`src/rtl/spi_byte_rx.sv`:
```
// Mode-0 SPI slave byte engine: synchronizes the SPI pins into clk, deserializes
// MOSI into bytes with a one-cycle done strobe, and shifts a staged byte out on MISO.
module spi_byte_rx #(
    parameter int SYNC_STAGES = 2
) (
    input  logic       clk,
    input  logic       rst,
    input  logic       sclk_in,
    input  logic       cs_n_in,
    input  logic       mosi_in,
    output logic       miso_out,
    output logic       miso_oe,
    input  logic [7:0] tx_data,
    input  logic       tx_load,
    output logic [7:0] rx_data,
    output logic [3:0] cmd,
    output logic       done,
    output logic       frame_active,
    output logic [7:0] byte_cnt
);

    logic [SYNC_STAGES-1:0] sclk_sync_q, sclk_sync_d;
    logic [SYNC_STAGES-1:0] cs_sync_q, cs_sync_d;
    logic [SYNC_STAGES-1:0] mosi_sync_q, mosi_sync_d;
    logic       sclk_d_q, sclk_d_d;
    logic       cs_d_q, cs_d_d;
    logic [2:0] bit_cnt_q, bit_cnt_d;
    logic [6:0] rx_shift_q, rx_shift_d;
    logic [7:0] rx_data_q, rx_data_d;
    // Bits still to be sent after the one currently on miso_out.
    logic [6:0] tx_shift_q, tx_shift_d;
    logic [7:0] tx_hold_q, tx_hold_d;
    logic       hold_valid_q, hold_valid_d;
    logic       done_q, done_d;
    logic       miso_q, miso_d;
    logic       active_q, active_d;
    logic [7:0] byte_cnt_q, byte_cnt_d;

    logic       sclk_s, cs_s, mosi_s;
    logic       rise, fall, cs_start, consume;
    logic [7:0] tx_next;

    assign sclk_s = sclk_sync_q[SYNC_STAGES-1];
    assign cs_s   = cs_sync_q[SYNC_STAGES-1];
    assign mosi_s = mosi_sync_q[SYNC_STAGES-1];

    // active_q is set only by a clean high-to-low cs_s edge, so after a reset
    // taken mid-frame the remainder of that frame is ignored.
    assign cs_start = ~cs_s & cs_d_q;
    assign rise     = sclk_s & ~sclk_d_q & ~cs_s & active_q;
    assign fall     = ~sclk_s & sclk_d_q & ~cs_s & active_q;
    assign tx_next  = hold_valid_q ? tx_hold_q : 8'h00;

    always_comb begin
        sclk_sync_d  = {sclk_sync_q[SYNC_STAGES-2:0], sclk_in};
        cs_sync_d    = {cs_sync_q[SYNC_STAGES-2:0], cs_n_in};
        mosi_sync_d  = {mosi_sync_q[SYNC_STAGES-2:0], mosi_in};
        sclk_d_d     = sclk_s;
        cs_d_d       = cs_s;
        bit_cnt_d    = bit_cnt_q;
        rx_shift_d   = rx_shift_q;
        rx_data_d    = rx_data_q;
        tx_shift_d   = tx_shift_q;
        tx_hold_d    = tx_hold_q;
        hold_valid_d = hold_valid_q;
        done_d       = 1'b0;
        miso_d       = miso_q;
        active_d     = active_q;
        byte_cnt_d   = byte_cnt_q;
        consume      = 1'b0;

        if (cs_s) begin
            active_d  = 1'b0;
            bit_cnt_d = 3'd0;
            miso_d    = 1'b0;
        end else if (cs_start) begin
            active_d   = 1'b1;
            bit_cnt_d  = 3'd0;
            byte_cnt_d = 8'd0;
            rx_shift_d = 7'd0;
            miso_d     = tx_next[7];
            tx_shift_d = tx_next[6:0];
            consume    = 1'b1;
        end else if (rise) begin
            rx_shift_d = {rx_shift_q[5:0], mosi_s};
            bit_cnt_d  = bit_cnt_q + 3'd1;
            if (bit_cnt_q == 3'd7) begin
                rx_data_d = {rx_shift_q, mosi_s};
                done_d    = 1'b1;
                if (byte_cnt_q != 8'hFF) begin
                    byte_cnt_d = byte_cnt_q + 8'd1;
                end
            end
        end else if (fall) begin
            if (bit_cnt_q == 3'd0) begin
                miso_d     = tx_next[7];
                tx_shift_d = tx_next[6:0];
                consume    = 1'b1;
            end else begin
                miso_d     = tx_shift_q[6];
                tx_shift_d = {tx_shift_q[5:0], 1'b0};
            end
        end

        // tx_load is a bare strobe with no back-pressure: a load in the same
        // cycle as a consume wins, so the freshly staged byte is never lost.
        if (consume) begin
            hold_valid_d = 1'b0;
        end
        if (tx_load) begin
            tx_hold_d    = tx_data;
            hold_valid_d = 1'b1;
        end
    end

    always_ff @(posedge clk) begin
        if (rst) begin
            sclk_sync_q  <= '0;
            cs_sync_q    <= '0;
            mosi_sync_q  <= '0;
            sclk_d_q     <= 1'b0;
            cs_d_q       <= 1'b0;
            bit_cnt_q    <= 3'd0;
            rx_shift_q   <= 7'd0;
            rx_data_q    <= 8'h00;
            tx_shift_q   <= 7'd0;
            tx_hold_q    <= 8'h00;
            hold_valid_q <= 1'b0;
            done_q       <= 1'b0;
            miso_q       <= 1'b0;
            active_q     <= 1'b0;
            byte_cnt_q   <= 8'd0;
        end else begin
            sclk_sync_q  <= sclk_sync_d;
            cs_sync_q    <= cs_sync_d;
            mosi_sync_q  <= mosi_sync_d;
            sclk_d_q     <= sclk_d_d;
            cs_d_q       <= cs_d_d;
            bit_cnt_q    <= bit_cnt_d;
            rx_shift_q   <= rx_shift_d;
            rx_data_q    <= rx_data_d;
            tx_shift_q   <= tx_shift_d;
            tx_hold_q    <= tx_hold_d;
            hold_valid_q <= hold_valid_d;
            done_q       <= done_d;
            miso_q       <= miso_d;
            active_q     <= active_d;
            byte_cnt_q   <= byte_cnt_d;
        end
    end

    assign miso_out     = miso_q;
    assign miso_oe      = active_q;
    assign frame_active = active_q;
    assign rx_data      = rx_data_q;
    assign cmd          = rx_data_q[7:4];
    assign done         = done_q;
    assign byte_cnt     = byte_cnt_q;

endmodule

```
`config.mk`:
```
export PLATFORM = sky130hd
export DESIGN_NAME = spi_byte_rx
export DESIGN_NICKNAME = d
export VERILOG_FILES = /design/src/rtl/spi_byte_rx.sv
export SDC_FILE = /design/constraint.sdc
export NUM_CORES = 1
export LEC_CHECK = 0
export ABC_AREA = 1
export CORE_MARGIN = 8
export CORE_UTILIZATION = 35
export DETAILED_ROUTE_END_ITERATION = 10
export GPL_TIMING_DRIVEN = 0
export SLEW_MARGIN = 25
export SYNTH_ARGS = -nofsm -noshare
export SYNTH_HDL_FRONTEND = slang
export SYNTH_SLANG_ARGS = --single-unit
```
`constraint.sdc`:
```
create_clock -name clk -period 2.4 [get_ports clk]
set_input_delay 0.48 -clock clk [delete_from_list [all_inputs] [get_ports clk]]
set_output_delay 0.48 -clock clk [all_outputs]
set_load 0.01 [all_outputs]
```
==> summary.txt <==
Floorplan
  • Die Y-Extent: roughly 97 microns
  • Io pins: 38
  • Core Area: roughly 6300 sq um
  • Die X: 96.66 microns
  • DIE AREA: approximately 9300 sq um
  • FP Rows: 29
  • Initial Util: 36.07%

Timing
  • Worst slew pin tran: between 0.4 and 0.5 ns
  • Fin crit period: ~1.9 ns
  • Highest clock rate: about 540 MHz
  • Setup TNS Final: 0 ns
  • Final Max Slew Viols: 0
  • Final Cycle Share: 77.36%
  • Count of final setup violators: 0
  • Worst slew margin: between 60 and 70%
  • Final Hold Vio Count: 0
  • Unrepaired setup endpoints after global routing: false
  • Clock skew: between 0.004 and 0.005 ns

Place
  • Detailed Place HPWL: approximately 3600 microns
  • Cell Area, Placed: ~2700 sq um
  • Placed insts: between 400 and 500
  • RePlAce Congestion: around 0.82
  • Port-buffer cells: 37

Global routing
  • Pin count of the biggest net entering global routing: 16
  • Gr usage total: between 10% and 20%
  • Initial antenna violation count: 0
  • First-pass GRT wire length: 8721 microns
  • Total grt overflow: 0
  • Number of global-route vias before repair: 1939

Yosys
  • Post-synth top flop: dfxtp_1
  • Post-Syn Nets: about 320
  • Cells after synthesis: 300
  • Post-synthesis xor/xnor area fraction: 0.3846%
  • Post-Synth Simple-Gate Area: roughly 30%
  • Netlist cell types: 28
  • Synth async-reset ratio: 0%
  • Yosys reg bits: 53
  • Synth Area in Compound Gates: about 12%
  • EDFF count, synth: 0
  • Post-synthesis mux area share: 0%
  • Synth warn: 0
  • Synth Area in Adders: 2.198%
  • Post-synthesis instance area: 2277 sq um
  • Synth Area per Inst: approximately 7.6 sq um
  • Sequential share of the synthesized area: roughly 47%
  • Largest family of logic cells by synthesized area: simple AND/OR/NAND/NOR gates

Hold path
  • Hold Crit Class: flip-flop to flip-flop
  • Worst hold stages: 2

Worst setup path
  • CP max stage cell: clkdlybuf4s50_1
  • Critical Path AT: between 1 and 1.5 ns
  • WP data required: approximately 1.9 ns
  • RR Startpoint: bit_cnt_q[0]
  • Worst-path maximum fanout: 4
  • Critical path destination: miso_oe
  • Crit. End Element: output port
  • R2R setup slack: about 0.77 ns
  • Critical path's top delay family: buffers and inverters
  • CP Depth: 2
  • Critical path type: flip-flop to output port
  • Crit. Startpoint: frame_active
  • R2r endpoint: byte_cnt[2]
  • Worst setup SP type: flip-flop
  • CP Cell Sequence: buf_4 -> clkdlybuf4s50_1
  • Crit-path max cell delay: 0.52 ns
  • R2R depth: 8
  • WP buf/inv: 2

Finish
  • Commonest non-fill, non-tap cell in the layout: nand2_1
  • Final std cells w/o fill: between 400 and 500
  • Area grow syn2layout: 25.60%
  • Most frequent cells in the layout: 64 x nand2_1, 53 x dfxtp_1, 38 x nor2_1
  • Final Cell Area: between 2000 and 3000 sq um
  • Nets: ~360
  • Proportion of layout cells with a drive suffix above 1: 9.855%
  • Ant diodes: 0
  • Sequential cell area: 1061 sq um
  • Filler instances: approximately 670
  • Multi-input combinational cell area: approximately 1000 sq um

Routing
  • ANT nets after route: 0
  • Met2 WL post-DR: about 2300 microns
  • TritonRoute pass-1 iters: 4
  • Avg WL per Cell: around 12 microns
  • WL met3: 229 microns
  • DRC: 0
  • Routed WL: 4888 microns
  • DR vias/cell: about 4.7
  • Top routing layer in use: met4
  • Vias: 1983
  • Detailed Route Iter0 Violations: about 120
  • Wire length on met1: between 2000 and 2500 microns

Pwr
  • Pleak: 0.001201 uW
  • Power density over the cells: approximately 570 nW/um^2
  • Peak VDD IR: 0.3550 mV

Clock network
  • CTS Buf Count: 5
  • CTS tree: yes
  • Register clock-pin slew on the reported worst setup and hold paths: about 0.09 ns
  • Worst-Skew Late Latency: roughly 0.3 ns
  • Cts repair resizes: 0
  • Hold_buf cts: 0
  • Clock sinks: 53
  • CTS H-tree depth: 2
  • Post-CTS setup buffer count: 0
  • Root Driver: clkbuf_8
  • Max clock buf depth: 2

Status
  • Outcome: complete, no violations

Job
  • Max Cap Violations: 0
[logic make-up after synthesis]
| kind of cell | Yosys count |
|---|---|
| xor+xnor | 1 |
| flops | 53 |
| fa+ha+maj | 4 |
| simple gates | 145 |
| buf+inv | 45 |
| compound gates | 52 |
[worst min-delay path, cell delays in order (launching register included)]
cell and delay (ns):
dfxtp_1 0.31, inv_1 0.04, nor2_1 0.03
[power breakdown]
group | internal (uW) | switching (uW)
registers | 901 | 11.7
clock network | 340 | 286
logic | 45.9 | 60.3
[worst min path at each step]
| stage | endpoint | slack, ns | start |
|---|---|---|---|
| after global routing | mosi_sync_q[1] | 0.42 | mosi_sync_q[0] |
| after floorplan | cs_sync_q[1] | 0.39 | cs_sync_q[0] |
| after global placement | mosi_sync_q[1] | 0.39 | mosi_sync_q[0] |
| after CTS | sclk_sync_q[1] | 0.41 | sclk_sync_q[0] |
| final | sclk_sync_q[1] | 0.41 | sclk_sync_q[0] |
| after detailed placement | sclk_sync_q[1] | 0.40 | sclk_sync_q[0] |
[per-layer routing]
metal	up-vias	global-route usage [%]
li1	1050	-
met1	880	12.48
met2	47	18.39
met3	6	3.485
met4	0	2.840
met5	-	0
[layout make-up]
cell class / instances / share of cell area [%]
plain buffers: 14 / 3.018
clock buffers: 7 / 3.018
clock inverters: 1 / 1.050
inverters: 31 / 4.068
multi-input cells: 202 / 35.43
flip-flops and latches: 53 / 37.10
well taps: 77 / 3.368
repair buffers: 37 / 12.95
[through the flow]
| stage | total power, uW | utilization, % | hold slack [ns] | worst slack (ns) |
|---|---|---|---|---|
| after floorplan | 994.6 | - | 0.3883 | 1.015 |
| after global placement | 1039 | 43.46 | 0.3905 | 0.4519 |
| after detailed placement | 1041 | 43.46 | 0.3954 | 0.4438 |
| after CTS | 1667 | 45.30 | 0.4100 | 0.5203 |
| after global routing | 1717 | 45.30 | 0.4198 | 0.4872 |
| final | 1644 | 45.30 | 0.4081 | 0.5434 |
[state kept, by name, indices dropped and copies added, names as in the netlist, 2 cells and up]
register / flops
byte_cnt: 8
rx_data: 8
tx_hold_q: 8
rx_shift_q: 7
tx_shift_q: 7
bit_cnt_q: 3
cs_sync_q: 2
mosi_sync_q: 2
sclk_sync_q: 2
[cells in the mapped netlist, types with 4 or more instances]
cell	n	area [sq um]
o21ai_0	17	85.08
nand3_1	27	135.1
inv_2	5	18.77
a21oi_1	22	110.1
dfxtp_1	53	1061
ha_1	4	50.05
inv_1	25	93.84
buf_4	6	45.04
nand4_1	4	25.02
nand2_1	64	240.2
o21ai_1	9	45.04
nor2_1	38	142.6
clkbuf_1	4	15.01
(Power assumes the default switching activity.)
